`src/rtl/im_config_loader.sv`:
```
// Loads ID (12-bit) and immediate (33-bit) instruction memories from a DTL slave port.
// Latency: an IM write appears 1 cycle after its consuming beat; the first read beat
//          is valid 1 cycle after command accept.
// Backpressure: commands accepted only in IDLE; write beats are always accepted in WRITE;
//          read data is held until iReadAccept.
//
// Ports:
//   iClk, iReset (async, active low)
//   DTL command : iCommandValid/oCommandAccept, iCommandReadWrite (1=write), iAddress, iBlockSize
//   DTL write   : iWriteValid/oWriteAccept, iWriteData, iWriteLast
//   DTL read    : oReadValid/iReadAccept, oReadData, oReadLast
//   IM side     : oIM_WriteEnable (one-hot pulse), oIM_WriteAddress, oIM_WriteData, oIM_WriteData_IMM
//   Status      : oConfigDone, oError (sticky)
module im_config_loader #(
    parameter int NUM_ID                = 10,
    parameter int NUM_IMM               = 4,
    parameter int I_WIDTH               = 12,
    parameter int I_IMM_WIDTH           = 33,
    parameter int IM_MEM_ADDR_WIDTH     = 8,
    parameter int INTERFACE_WIDTH       = 32,
    parameter int INTERFACE_ADDR_WIDTH  = 32,
    parameter int INTERFACE_BLOCK_WIDTH = 5
) (
    input  logic                             iClk,
    input  logic                             iReset,
    // command channel
    input  logic                             iCommandValid,
    output logic                             oCommandAccept,
    input  logic                             iCommandReadWrite,
    input  logic [INTERFACE_ADDR_WIDTH-1:0]  iAddress,
    input  logic [INTERFACE_BLOCK_WIDTH-1:0] iBlockSize,
    // write data channel
    input  logic                             iWriteValid,
    output logic                             oWriteAccept,
    input  logic [INTERFACE_WIDTH-1:0]       iWriteData,
    input  logic                             iWriteLast,
    // read data channel
    output logic                             oReadValid,
    input  logic                             iReadAccept,
    output logic [INTERFACE_WIDTH-1:0]       oReadData,
    output logic                             oReadLast,
    // instruction memory write side
    output logic [NUM_ID+NUM_IMM-1:0]        oIM_WriteEnable,
    output logic [IM_MEM_ADDR_WIDTH-1:0]     oIM_WriteAddress,
    output logic [I_WIDTH-1:0]               oIM_WriteData,
    output logic [I_IMM_WIDTH-1:0]           oIM_WriteData_IMM,
    // status
    output logic                             oConfigDone,
    output logic                             oError
);

    localparam int NUM_IM = NUM_ID + NUM_IMM;

    localparam logic [1:0] ST_IDLE  = 2'd0;
    localparam logic [1:0] ST_WRITE = 2'd1;
    localparam logic [1:0] ST_READ  = 2'd2;

    // Select ranges: [0, NUM_ID) ID memories, [NUM_ID, NUM_IM) IMM memories, 31 control.
    localparam logic [4:0] SEL_ID_END  = 5'(NUM_ID);
    localparam logic [4:0] SEL_IMM_END = 5'(NUM_IM);
    localparam logic [4:0] SEL_CTRL    = 5'd31;

    localparam logic [IM_MEM_ADDR_WIDTH-1:0]     WORD_ONE = 1;
    localparam logic [INTERFACE_BLOCK_WIDTH-1:0] BLK_ONE  = 1;
    localparam logic [NUM_IM-1:0]                WE_ONE   = 1;

    // ------------------------------------------------------------------
    // State
    // ------------------------------------------------------------------
    logic [1:0]                       state;
    logic [4:0]                       sel;
    logic [IM_MEM_ADDR_WIDTH-1:0]     word;
    logic [INTERFACE_BLOCK_WIDTH-1:0] blk;
    logic [INTERFACE_BLOCK_WIDTH-1:0] rd_cnt;
    logic                             imm_odd;   // next IMM beat supplies bit 32
    logic [INTERFACE_WIDTH-1:0]       imm_lo;    // low 32 bits held from the even beat

    // ------------------------------------------------------------------
    // Command address decode
    // ------------------------------------------------------------------
    logic [4:0]                   addr_sel;
    logic [IM_MEM_ADDR_WIDTH-1:0] addr_word;
    logic                         unused_addr_bits;

    assign addr_word = iAddress[IM_MEM_ADDR_WIDTH+1:2];
    assign addr_sel  = iAddress[IM_MEM_ADDR_WIDTH+6:IM_MEM_ADDR_WIDTH+2];
    // Byte-lane bits and bits above the select field carry no meaning here.
    assign unused_addr_bits = ^{iAddress[INTERFACE_ADDR_WIDTH-1:IM_MEM_ADDR_WIDTH+7], iAddress[1:0]};

    assign oCommandAccept = (state == ST_IDLE);
    assign oWriteAccept   = (state == ST_WRITE);

    // ------------------------------------------------------------------
    // Write-beat classification
    // ------------------------------------------------------------------
    logic                       beat;
    logic                       sel_id;
    logic                       sel_imm;
    logic                       sel_ctrl;
    logic                       wr_id;
    logic                       imm_even;
    logic                       wr_imm;
    logic                       err_set;
    logic                       err_clr;
    logic [INTERFACE_WIDTH-1:0] status;

    always_comb begin
        beat     = 1'b0;
        sel_id   = 1'b0;
        sel_imm  = 1'b0;
        sel_ctrl = 1'b0;
        wr_id    = 1'b0;
        imm_even = 1'b0;
        wr_imm   = 1'b0;
        err_set  = 1'b0;
        err_clr  = 1'b0;

        beat     = (state == ST_WRITE) && iWriteValid;
        sel_id   = (sel < SEL_ID_END);
        sel_imm  = (sel >= SEL_ID_END) && (sel < SEL_IMM_END);
        sel_ctrl = (sel == SEL_CTRL);

        // Once configuration is marked done, IM beats are dropped and flagged.
        wr_id    = beat && sel_id  && !oConfigDone;
        imm_even = beat && sel_imm && !oConfigDone && !imm_odd;
        wr_imm   = beat && sel_imm && !oConfigDone &&  imm_odd;

        err_set  = beat && (((sel_id || sel_imm) && oConfigDone)
                            || (!sel_id && !sel_imm && !sel_ctrl)
                            || (imm_even && iWriteLast));   // IMM burst cut on a half word
        err_clr  = beat && sel_ctrl && iWriteData[1];
    end

    assign status = {{(INTERFACE_WIDTH-2){1'b0}}, oError, oConfigDone};

    // ------------------------------------------------------------------
    // Main sequential logic
    // ------------------------------------------------------------------
    always_ff @(posedge iClk or negedge iReset) begin
        if (!iReset) begin
            state             <= ST_IDLE;
            sel               <= '0;
            word              <= '0;
            blk               <= '0;
            rd_cnt            <= '0;
            imm_odd           <= 1'b0;
            imm_lo            <= '0;
            oIM_WriteEnable   <= '0;
            oIM_WriteAddress  <= '0;
            oIM_WriteData     <= '0;
            oIM_WriteData_IMM <= '0;
            oReadValid        <= 1'b0;
            oReadLast         <= 1'b0;
            oReadData         <= '0;
            oConfigDone       <= 1'b0;
            oError            <= 1'b0;
        end else begin
            // Enable is a single-cycle pulse.
            oIM_WriteEnable <= '0;

            case (state)
                ST_IDLE: begin
                    if (iCommandValid) begin
                        sel     <= addr_sel;
                        word    <= addr_word;
                        blk     <= iBlockSize;
                        imm_odd <= 1'b0;
                        if (iCommandReadWrite) begin
                            state <= ST_WRITE;
                        end else begin
                            // First read beat presented straight away.
                            state      <= ST_READ;
                            rd_cnt     <= '0;
                            oReadValid <= 1'b1;
                            oReadData  <= status;
                            oReadLast  <= (iBlockSize == '0);
                        end
                    end
                end

                ST_WRITE: begin
                    if (wr_id) begin
                        oIM_WriteEnable  <= WE_ONE << sel;
                        oIM_WriteAddress <= word;
                        oIM_WriteData    <= iWriteData[I_WIDTH-1:0];
                        word             <= word + WORD_ONE;   // wraps silently
                    end
                    if (imm_even) begin
                        imm_lo  <= iWriteData;
                        imm_odd <= 1'b1;
                    end
                    if (wr_imm) begin
                        oIM_WriteEnable   <= WE_ONE << sel;
                        oIM_WriteAddress  <= word;
                        oIM_WriteData_IMM <= I_IMM_WIDTH'({iWriteData[0], imm_lo});
                        word              <= word + WORD_ONE;
                        imm_odd           <= 1'b0;
                    end
                    if (beat && sel_ctrl) begin
                        oConfigDone <= iWriteData[0];
                    end
                    // Burst length is governed by iWriteLast alone.
                    if (beat && iWriteLast) begin
                        state   <= ST_IDLE;
                        imm_odd <= 1'b0;
                    end
                end

                ST_READ: begin
                    if (iReadAccept) begin
                        if (oReadLast) begin
                            state      <= ST_IDLE;
                            oReadValid <= 1'b0;
                            oReadLast  <= 1'b0;
                        end else begin
                            rd_cnt    <= rd_cnt + BLK_ONE;
                            oReadData <= status;
                            oReadLast <= ((rd_cnt + BLK_ONE) == blk);
                        end
                    end
                end

                default: begin
                    state <= ST_IDLE;
                end
            endcase

            // A clear from the control select wins over any set in the same beat.
            if (err_clr) begin
                oError <= 1'b0;
            end else if (err_set) begin
                oError <= 1'b1;
            end
        end
    end

endmodule

```
`config.mk`:
```
export PLATFORM = sky130hd
export DESIGN_NAME = im_config_loader
export DESIGN_NICKNAME = d
export VERILOG_FILES = /design/src/rtl/im_config_loader.sv
export SDC_FILE = /design/constraint.sdc
export NUM_CORES = 1
export LEC_CHECK = 0
export BUFFER_PORTS_ARGS = -buffer_cell sky130_fd_sc_hd__buf_4
export CELL_PAD_IN_SITES_DETAIL_PLACEMENT = 2
export CELL_PAD_IN_SITES_GLOBAL_PLACEMENT = 2
export CORE_MARGIN = 2
export CORE_UTILIZATION = 28
export DETAILED_ROUTE_END_ITERATION = 10
export GPL_TIMING_DRIVEN = 0
export PLACE_DENSITY_LB_ADDON = 0.1
export SETUP_SLACK_MARGIN = 0.02
export SLEW_MARGIN = 10
export SYNTH_ARGS = -nofsm -noshare
export SYNTH_HDL_FRONTEND = slang
export SYNTH_SLANG_ARGS = --single-unit
export TNS_END_PERCENT = 1
```
`constraint.sdc`:
```
create_clock -name iClk -period 5.37 [get_ports iClk]
set_input_delay 0.537 -clock iClk [delete_from_list [all_inputs] [get_ports iClk]]
set_output_delay 0.537 -clock iClk [all_outputs]
set_load 0.01 [all_outputs]
```
-- Yosys cells after proc, flatten, opt, wreduce, memory -nomap -nowiden
Index checks and enable logic that the tools add are counted.
W data, S select, Z words.
- add/subtract/negate cells: 2
- magnitude comparators: 3
- equal/unequal tests: 12
- shift operators: 1
- muxes and demuxes: 42
- reduce and logical (&&, ||, !) cells: 42
- operators with widths (cell ; count):
    $mux W32 ; 4
    $pmux W32 S2 ; 1
    $mux W14 ; 3
    $mux W8 ; 5
    $mux W5 ; 4
    $logic_and A1 B1 Y1 ; 16
    $pmux W8 S2 ; 1
    $mux W1 ; 14
    $shl A1 B5 Y14 const A ; 1
    $reduce_and A2 Y1 ; 6
    $lt A5 B4 Y1 const B ; 2
    $mux W2 ; 5
    $ne A2 B2 Y1 const B ; 5
    $pmux W5 S2 ; 1
    $reduce_and A5 Y1 ; 2
    $add A8 B1 Y8 const B ; 1
    $reduce_and A4 Y1 ; 2
    $reduce_bool A2 Y1 ; 4
    $pmux W1 S2 ; 3
    $pmux W2 S3 ; 1
    $reduce_and A3 Y1 ; 2
    $add A5 B1 Y5 const B ; 1
    $eq A5 B5 Y1 ; 1
    $eq A5 B5 Y1 const B ; 1
    other kinds (10) ; 16
- flip-flop bits (word level): 161
- word-level logic and storage cells: 118

-- Depth between registers and ports, before layout
Gate-level depths: netlist (run 1).
- depth in word-level cells: 10
- mapped depth: 7
- mapped depth without buffers: 5

-- Worst setup path before layout (run 1)
No wires, ideal clock.
- path type: input to register
- from: in iWriteValid
- to: reg oIM_WriteData_IMM[12]
- setup time: 0.125 ns
- arrival: 1.819 ns
- data required time: 5.245 ns
- setup slack: 3.426 ns
- cell stages on the path: 6
- path through: and3b_1 -> buf_2 -> nand3_2 -> nor3b_4 -> buf_6 -> mux2_2
- cells in the longest elaborated chain, start to end: 5
- ends and longest elaborated chain (element ; RTL line ; RTL):
    from (decl) ; 33 ; input logic iWriteValid,
    $logic_and A1 B1 Y1 ; 118 ; beat = (state == ST_WRITE) && iWriteValid;
    $logic_and A1 B1 Y1 (3 in a row) ; 126 ; wr_imm = beat && sel_imm && !oConfigDone && imm_odd;
    $reduce_and A2 Y1 (no source line) ; - ;
    to (signal assigned) ; 195 ; oIM_WriteData_IMM <= I_IMM_WIDTH'({iWriteData[0], imm_lo});
    to (decl) ; 46 ; output logic [I_IMM_WIDTH-1:0] oIM_WriteData_IMM,
Every way passes these cells.
A chain may end at the register's enable or synchronous reset.

-- Final worst setup path (run 1)
- from: reg state[1]
- to: out oWriteAccept
- cells in the longest elaborated chain, start to end: 1
- ends and longest elaborated chain (element ; RTL line ; RTL):
    from (decl) ; 70 ; logic [1:0] state;
    from (signal assigned) ; 141 ; state <= ST_IDLE;
    from (signal assigned) ; 169 ; state <= ST_WRITE;
    from (signal assigned) ; 172 ; state <= ST_READ;
    $eq A2 B1 Y1 ; 91 ; assign oWriteAccept = (state == ST_WRITE);
    to (decl) ; 34 ; output logic oWriteAccept,
Every way passes these cells.

==> key figures, run 1 <==
Setup path
  • RR Startpoint: state[1]
  • R2R Path End: oIM_WriteData_IMM[6]
  • CP peak stage delay: 400 ps
  • Worst setup endpoint: oWriteAccept
  • Worst setup path startpoint: state[1]
  • R2R cell count: 7
  • CP arrival: 1880 ps
  • Worst Path Required: 4830 ps
  • WS Path Type: flop to output pin
  • R2r setup slk: 3170 ps
  • Crit end category: output pin
  • Worst setup SP type: flop
  • Crit path cell chain: nand2b_1, buf_2, inv_2, clkbuf_1, buf_4
  • Max FO, Critical Path: 10
  • Crit-path slowest cell: clkbuf_1

CTS
  • Skew-Pair Late Insertion Delay: 420 ps
  • TritonCTS Sinks: 131
  • Clk Tree Root Cell: clkbuf_16
  • CTS tree: yes
  • Post-CTS setup buffers: 0
  • Cts hold-fix bufs: 0
  • H-tree depth: 4
  • CTS Buf Count: 17
  • Cts repair resizes: 0
  • Reg clk slew, reported paths: 60 ps
  • Clk buf depth: 2

Floorplanning
  • FP Rows: 52
  • Core Area: 0.0200 sq mm
  • Initial Util: 28.3%
  • Die H: 146 um
  • IO Count: 181
  • Total die area: 0.0214 sq mm
  • DIE WIDTH: 146 um

Logic synthesis
  • Cell taking the most area after synthesis: dfrtp_1
  • Post-synth EDFFs: 0
  • Register bit total from synthesis: 131
  • Asr flop ratio synth: 100%
  • Post-Syn Instances: 465
  • Yosys Warn Count: 0
  • Top-count cell post-synth: dfrtp_1
  • Syn Area/Cell: 12.2 sq um
  • Commonest cells in the netlist: dfrtp_1 (131), mux2_2 (85), nand2_1 (61), buf_4 (33), o21ai_0 (19)
  • Synth area leaders: dfrtp_1 (58%), mux2_2 (17%), buf_4 (4.4%), nand2_1 (4.0%), o21ai_0 (1.7%)
  • Share of the synthesized area in the top cell type: 57.9%
  • Post-synth top flop: dfrtp_1
  • Sequential area share after synthesis: 57.9%
  • Cell variety after synth: 48
  • Mapped Area: 0.00567 sq mm

STA
  • Max Slew Vio Count: 0
  • Fin Setup TNS: 0 ps
  • Slew HR: 54.4%
  • Endpoints failing hold: 0
  • Unrepaired setup endpoints after global routing: no
  • Hold slack: 94.4 ps
  • Endpoints failing setup: 0
  • Worst slew pin tran: 682 ps
  • Clock skew: 8.29 ps
  • Fmax: 414 MHz
  • Min Tclk post-route: 2420 ps
  • Final worst-path cycle share: 45.0%

Finish
  • Non-filler cells, final: 927
  • Filler instances: 2171
  • P&R area growth vs syn: 37.3%
  • Final nets: 723
  • Layout cells sized above 1: 45.8%
  • N_diodes: 0
  • Design area: 0.00778 sq mm
  • Final core occ: 38.8%

Route
  • Drt drc: 0
  • Number of routed nets with antenna violations: 0
  • Met1 Wirelength: 6.83 mm
  • Vias/cell: 4.36
  • Drt wl/cell: 16.1 um
  • Met2 Wirelength: 7.22 mm
  • WL final: 14.9 mm
  • DR pass1 iterations: 4
  • Via Count: 4042
  • Initial drt markers: 113
  • Met3 wire length: 643 um
  • Top layer in use: met4

Pwr
  • Clock Power Share: 35.9%
  • Combinational power share: 25.6%
  • Internal Power: 2.49 mW
  • Net Sw Power: 1.09 mW
  • Power Density: 460 mW/mm^2
  • Peak supply drop: 180 uV
  • Seq pwr share: 38.5%
  • Leakage: 3.93 nW
  • Sw Share: 30.5%

Place
  • Post-DP HPWL: 10.9 mm
  • Port bufs: 131
  • Placed Cells incl. Taps: 896
  • Placed cell area: 0.00713 sq mm
  • GP Congestion: 0.745

Global routing
  • First-pass GRT wire length: 24.8 mm
  • Largest net degree at the start of global routing: 71
  • Initial antenna violation count: 0
  • Total grt overflow: 0
  • Global Route Usage Sum: 14.7%
  • Vias in the first global route: 4635

Min path
  • Min-delay worst type: input pin to async pin

Job
  • Max-Cap Viols: 0

Run status
  • Status: complete, no violations
metal layers:
metal | track usage (%) | up-vias
met5 | 0 | -
li1 | - | 1898
met4 | 4.76 | 0
met1 | 18.8 | 2018
met3 | 3.78 | 17
met2 | 24.3 | 109
kinds of logic (layout without fill, tap and decap cells):
kind of cell / Yosys count / in the layout / share of synthesized area (%)
adders and majority gates: 3 / 3 / 0.640
and+or+nand+nor: 130 / 130 / 11.1
DFF: 131 / 131 / 57.9
other: 1 / 30 / 0.0662
AOI/OAI and AO/OA: 46 / 46 / 5.08
buffers and inverters: 58 / 221 / 6.58
muxes: 87 / 87 / 17.3
xor gates and xnor gates: 9 / 9 / 1.39
sequential cells by signal (all words and copies together), names as in the netlist, 2 cells and up:
name               flops
blk                    5
imm_lo                32
oIM_WriteAddress       8
oIM_WriteData         12
oIM_WriteData_IMM     33
oIM_WriteEnable       14
oReadData              2
rd_cnt                 5
sel                    5
state                  2
word                   8
layout make-up:
cell class | count | area, sq um | area share, %
tap | 270 | 338 | 4.34
inverter | 8 | 30.0 | 0.386
timing repair buffer | 132 | 1010 | 13.0
clock inverter | 14 | 225 | 2.90
clock buffer | 17 | 425 | 5.47
buffer | 50 | 343 | 4.41
multi-input combinational | 305 | 2120 | 27.3
sequential | 131 | 3280 | 42.1
layout by cell type (no fill, tap or decap), types with 6 or more instances in the layout:
master | synthesis | routed
clkbuf_16 | 0 | 17
nand3_1 | 10 | 10
a22oi_1 | 6 | 6
buf_4 | 33 | 163
nor2_1 | 17 | 17
inv_1 | 7 | 7
conb_1 | 1 | 30
o22ai_1 | 7 | 7
clkbuf_1 | 7 | 7
nand2_1 | 61 | 61
a21oi_1 | 6 | 6
buf_2 | 7 | 7
o21ai_0 | 19 | 19
mux2_2 | 85 | 85
nand2b_1 | 6 | 6
nor3_1 | 7 | 7
dfrtp_1 | 131 | 131
stage by stage:
step | setup slack (ps) | total power [mW]
after floorplan | 3430 | 1.93
after global placement | 3070 | 2.28
after detailed placement | 3000 | 2.33
after CTS | 2930 | 3.64
after global routing | 2830 | 3.82
final | 2950 | 3.58
power groups by stage:
| stage | Combinational, mW | Clock (mW) | Sequential (mW) |
|---|---|---|---|
| 6_report | 0.916 | 1.28 | 1.38 |
| 2_1_floorplan | 0.537 | 0 | 1.39 |
| 3_5_place_dp | 0.931 | 0 | 1.40 |
| 5_1_grt | 1.03 | 1.37 | 1.42 |
| 4_1_cts | 0.937 | 1.32 | 1.38 |
| 3_3_place_gp | 0.896 | 0 | 1.38 |
worst max-delay path: cells and delay by family (launching register included):
| kind | cells | cell delay (ps) |
|---|---|---|
| flip-flops | 1 | 390 |
| AND/OR/NAND/NOR | 1 | 140 |
| buffers and inverters | 4 | 940 |
worst min-delay path by stage:
stage                             from                     to  slack, ps  depth (start not counted)
after floorplan                 iReset                 blk[0]        240                          0
after global placement      imm_lo[17]  oIM_WriteData_IMM[17]        470                          1
after detailed placement  oReadData[1]           oReadData[1]        480                          2
after CTS                       iReset  oIM_WriteData_IMM[17]        120                          1
after global routing            iReset  oIM_WriteData_IMM[17]        130                          1
final                           iReset  oIM_WriteData_IMM[17]         90                          1
No activity file was read; power rests on OpenSTA's default activity.
==> inputs of run 2 (changes only) <==
clock period = 2.35 ns   (was 5.37 ns; I/O delays follow)
==> key figures, run 2 (synthesis gave the netlist of run 1 again) <==
STA
  • Endpoints failing hold: 0
  • Max Slew Vio Count: 0
  • Fin Setup TNS: 0 ps
  • Worst slew pin tran: 682 ps
  • Final worst-path cycle share: 90.8%
  • Unrepaired setup endpoints after global routing: no
  • Clock skew: 8.29 ps
  • Fmax: 469 MHz
  • Endpoints failing setup: 0
  • Slew HR: 54.4%
  • Min Tclk post-route: 2130 ps

Global routing
  • Global Route Usage Sum: 14.7%
  • Total grt overflow: 0
  • Initial antenna violation count: 0
  • First-pass GRT wire length: 24.8 mm
  • Vias in the first global route: 4647
  • Largest net degree at the start of global routing: 71

CTS
  • Clk Tree Root Cell: clkbuf_16
  • Cts repair resizes: 0
  • Clk buf depth: 2
  • H-tree depth: 4
  • Reg clk slew, reported paths: 60 ps
  • TritonCTS Sinks: 131
  • Skew-Pair Late Insertion Delay: 420 ps
  • CTS tree: yes
  • CTS Buf Count: 17

Pwr
  • Peak supply drop: 413 uV
  • Internal Power: 5.68 mW
  • Power Density: 1050 mW/mm^2
  • Net Sw Power: 2.50 mW
  • Combinational power share: 25.6%
  • Sw Share: 30.5%
  • Clock Power Share: 35.9%
  • Seq pwr share: 38.5%
  • Leakage: 3.96 nW

Finish
  • P&R area growth vs syn: 38.0%
  • Max reg flops: 33
  • Top reg by flops: oIM_WriteData_IMM
  • N_diodes: 0
  • Non-filler cells, final: 932
  • Final nets: 728
  • Most common cell after layout, fill and taps aside: buf_4
  • Design area: 0.00782 sq mm
  • Most frequent cells in the layout: buf_4 (166), dfrtp_1 (131), mux2_2 (85)
  • Biggest regs: oIM_WriteData_IMM (33), imm_lo (32), oIM_WriteEnable (14)
  • Layout cells sized above 1: 45.9%

Route
  • Number of routed nets with antenna violations: 0
  • Drt drc: 0
  • WL final: 14.9 mm
  • Via Count: 4056
  • DR pass1 iterations: 4
  • Vias/cell: 4.35
  • Initial drt markers: 117
  • Drt wl/cell: 16.0 um

Setup path
  • Worst setup path startpoint: oConfigDone
  • CP peak stage delay: 430 ps
  • CP arrival: 2430 ps
  • RR Startpoint: oConfigDone
  • Crit path buf inv count: 1
  • Worst Path Required: 2650 ps
  • Crit end category: flop
  • Delay-heaviest family, CP: simple AND/OR/NAND/NOR gates
  • Max FO, Critical Path: 10
  • Worst setup SP type: flop
  • Crit path cell chain: nor2_1, nand2_2, a21oi_4, buf_2, mux2_2
  • Crit-path slowest cell: dfrtp_1
  • WS Path Type: flop to flop

Place
  • GP Congestion: 0.745
  • Placed Cells incl. Taps: 896
  • Placed cell area: 0.00713 sq mm
  • Port bufs: 131
  • Post-DP HPWL: 10.9 mm

Floorplanning
  • Initial Util: 28.3%
  • FP Rows: 52
  • IO Count: 181
  • Total die area: 0.0214 sq mm
  • DIE WIDTH: 146 um
  • Core Area: 0.0200 sq mm
  • Die H: 146 um

Job
  • Max-Cap Viols: 0

Run status
  • Status: complete, no violations

Min path
  • Min-delay worst type: input pin to flop
  • Hold Startpoint: iBlockSize[1]
run 2: cell types whose count changed in the layout (fill, tap and decap cells not counted), sizes merged:
cell,change
buf,+3
dlygate4sd3,+2
run 2: power by group through the flow:
stage / logic (mW) / clock network [mW] / registers [mW]
finish: 2.10 / 2.93 / 3.15
global route: 2.35 / 3.13 / 3.24
CTS: 2.14 / 3.02 / 3.16
global placement: 2.05 / 0 / 3.16
floorplan: 1.23 / 0 / 3.18
detailed placement: 2.13 / 0 / 3.20
run 2: per-stage QoR:
step           util, %  total power [mW]  hold WS, ps  setup WS [ps]
2_1_floorplan        -              4.41        -60.6            511
3_3_place_gp      35.4              5.21          429            166
3_5_place_dp      35.6              5.33          271            112
4_1_cts           38.9              8.33         7.89           88.6
5_1_grt           39.0              8.72         24.5           85.6
6_report          39.0              8.18         28.7            217
run 2: repair_timing:
| item | 4_1_cts | 5_1_grt |
|---|---|---|
| endpoints found under the setup margin | 0 | 28 |
| hold buffers | 2 | 0 |
| setup buffers | 0 | 3 |
| hold endpoints to repair | 62 | 0 |
run 2: per-layer routing:
layer / wire [um] / GRT usage (%) / vias up
met5: 0 / 0 / -
met2: 7230 / 24.3 / 109
met3: 648 / 3.78 / 17
met1: 6860 / 18.8 / 2022
li1: - / - / 1908
met4: 197 / 4.76 / 0
run 2: path summary, 6_finish.rpt:
kind                       slack, ps               endpoint  cells past startpoint
max                              220    oIM_WriteAddress[7]                      5
min                               30                 blk[1]                      3
max reg2reg                      220    oIM_WriteAddress[7]                      5
min reg2reg                      480           oReadData[1]                      2
max in group asynchronous       1210              oReadLast                      3
min in group asynchronous        370  oIM_WriteData_IMM[17]                      2
run 2: area by class of cell:
class / instances / area [sq um]
Fill cell: 2171 / 12200
Tap cell: 270 / 338
Clock buffer: 17 / 425
Clock inverter: 14 / 225
Buffer: 50 / 343
Timing Repair Buffer: 137 / 1060
Multi-Input combinational cell: 305 / 2120
Sequential cell: 131 / 3280
Inverter: 8 / 30.0
run 2: worst register-to-register path, stage by stage, from the launching register on:
cell,delay [ps]
dfrtp_1,430
nor2_1,350
nand2_2,240
a21oi_4,320
buf_2,310
mux2_2,360
==> inputs of run 3 (changes only) <==
HOLD_SLACK_MARGIN = 0.06   (was not set)
==> key figures, run 3 (synthesis gave the netlist of run 1 again) <==
Run status
  • Status: complete, no violations

Route
  • Vias/cell: 4.36
  • Number of routed nets with antenna violations: 0
  • Drt drc: 0
  • DR pass1 iterations: 4
  • Drt wl/cell: 16.5 um
  • Via Count: 4226
  • WL final: 16.0 mm
  • Initial drt markers: 114

Pwr
  • Power Density: 1010 mW/mm^2
  • Leakage: 4.11 nW
  • Tot Pwr: 8.26 mW
  • Net Sw Power: 2.53 mW
  • Combinational power share: 26.2%
  • Clock Power Share: 35.5%
  • Internal Power: 5.73 mW
  • Sw Share: 30.7%
  • Seq pwr share: 38.3%
  • Peak supply drop: 412 uV

Global routing
  • Global Route Usage Sum: 15.7%
  • Largest net degree at the start of global routing: 71
  • Initial antenna violation count: 0
  • First-pass GRT wire length: 26.4 mm
  • Vias in the first global route: 4861
  • Total grt overflow: 0

Finish
  • Max reg flops: 33
  • Biggest regs: oIM_WriteData_IMM (33), imm_lo (32), oIM_WriteEnable (14)
  • P&R area growth vs syn: 45.1%
  • Final nets: 766
  • Filler instances: 2126
  • Most frequent cells in the layout: buf_4 (163), dfrtp_1 (131), mux2_2 (85)
  • N_diodes: 0
  • Most common cell after layout, fill and taps aside: buf_4
  • Top reg by flops: oIM_WriteData_IMM
  • Layout cells sized above 1: 43.1%

STA
  • Hold slack: 78.9 ps
  • Slew HR: 53.9%
  • Fmax: 469 MHz
  • Worst slew pin tran: 689 ps
  • Unrepaired setup endpoints after global routing: no
  • Final worst-path cycle share: 90.6%
  • Fin Setup TNS: 0 ps
  • Endpoints failing setup: 0
  • Endpoints failing hold: 0
  • Max Slew Vio Count: 0
  • Clock skew: 9.54 ps
  • Min Tclk post-route: 2130 ps

Setup path
  • Worst setup path startpoint: oConfigDone
  • Worst Path Required: 2650 ps
  • CP peak stage delay: 430 ps
  • Delay-heaviest family, CP: simple AND/OR/NAND/NOR gates
  • Crit end category: flop
  • RR Startpoint: oConfigDone
  • CP arrival: 2430 ps
  • Max FO, Critical Path: 10
  • Crit path cell chain: nor2_1, nand2_2, a21oi_4, buf_2, mux2_2
  • WS Path Type: flop to flop
  • Crit path buf inv count: 1
  • Crit-path slowest cell: dfrtp_1
  • Worst setup SP type: flop

Floorplanning
  • Initial Util: 28.3%
  • IO Count: 181
  • Die H: 146 um
  • Core Area: 0.0200 sq mm
  • DIE WIDTH: 146 um
  • Total die area: 0.0214 sq mm
  • FP Rows: 52

CTS
  • Skew-Pair Late Insertion Delay: 420 ps
  • H-tree depth: 4
  • Clk Tree Root Cell: clkbuf_16
  • TritonCTS Sinks: 131
  • Reg clk slew, reported paths: 60 ps
  • Clk buf depth: 2
  • CTS Buf Count: 17
  • CTS tree: yes

Job
  • Max-Cap Viols: 0

Place
  • Port bufs: 131
  • GP Congestion: 0.745
  • Post-DP HPWL: 10.9 mm

Min path
  • Min-delay worst type: input pin to flop
  • Hold Startpoint: iWriteData[28]
run 3: changes by cell type in the layout (fill, tap and decap cells not counted), sizes merged:
cell | before | now
dlygate4sd3 | 2 | 42
buf | 178 | 176
run 3: layout make-up:
class	instances	area, sq um	area share, %
flip-flops and latches	131	3280	39.9
multi-input cells	305	2120	25.8
repair buffers	175	1460	17.7
clock buffers	17	425	5.18
plain buffers	50	343	4.17
well taps	270	338	4.11
clock inverters	14	225	2.74
inverters	8	30.0	0.365
run 3: per-stage QoR:
stage | std cells | area (sq um) | setup WS (ps) | utilization, %
after detailed placement | 896 | 7130 | 112 | 35.6
after global routing | 970 | 8220 | 83.7 | 41.0
final | 970 | 8220 | 220 | 41.0
after CTS | 969 | 8200 | 88.6 | 40.9
after global placement | 895 | 7100 | 166 | 35.4
after floorplan | 494 | 5770 | 511 | -
run 3: final timing paths:
path	cells past startpoint	endpoint	slack (ps)
min reg2reg	2	oReadData[1]	480
min	2	imm_lo[28]	80
max in group asynchronous	3	rd_cnt[0]	1220
max	5	oIM_WriteAddress[7]	220
max reg2reg	5	oIM_WriteAddress[7]	220
min in group asynchronous	2	oIM_WriteData_IMM[17]	370
run 3: layer usage:
layer	wire length, um	vias to the layer above	GRT usage [%]
met5	0	-	0
li1	-	1985	-
met3	552	15	3.31
met4	187	0	4.66
met1	7280	2115	20.1
met2	8000	111	26.8
run 3: what timing repair did:
action,in CTS,in global routing
gates resized for setup,0,0
hold endpoints to repair,111,0
buffers inserted,0,1
hold buffers,42,0
endpoints found under the setup margin,0,28
run 3: power groups by stage:
stage / clock [mW] / combinational, mW / sequential, mW
2_1_floorplan: 0 / 1.23 / 3.18
3_3_place_gp: 0 / 2.05 / 3.16
3_5_place_dp: 0 / 2.13 / 3.20
4_1_cts: 3.02 / 2.20 / 3.16
5_1_grt: 3.13 / 2.42 / 3.25
6_report: 2.94 / 2.17 / 3.16
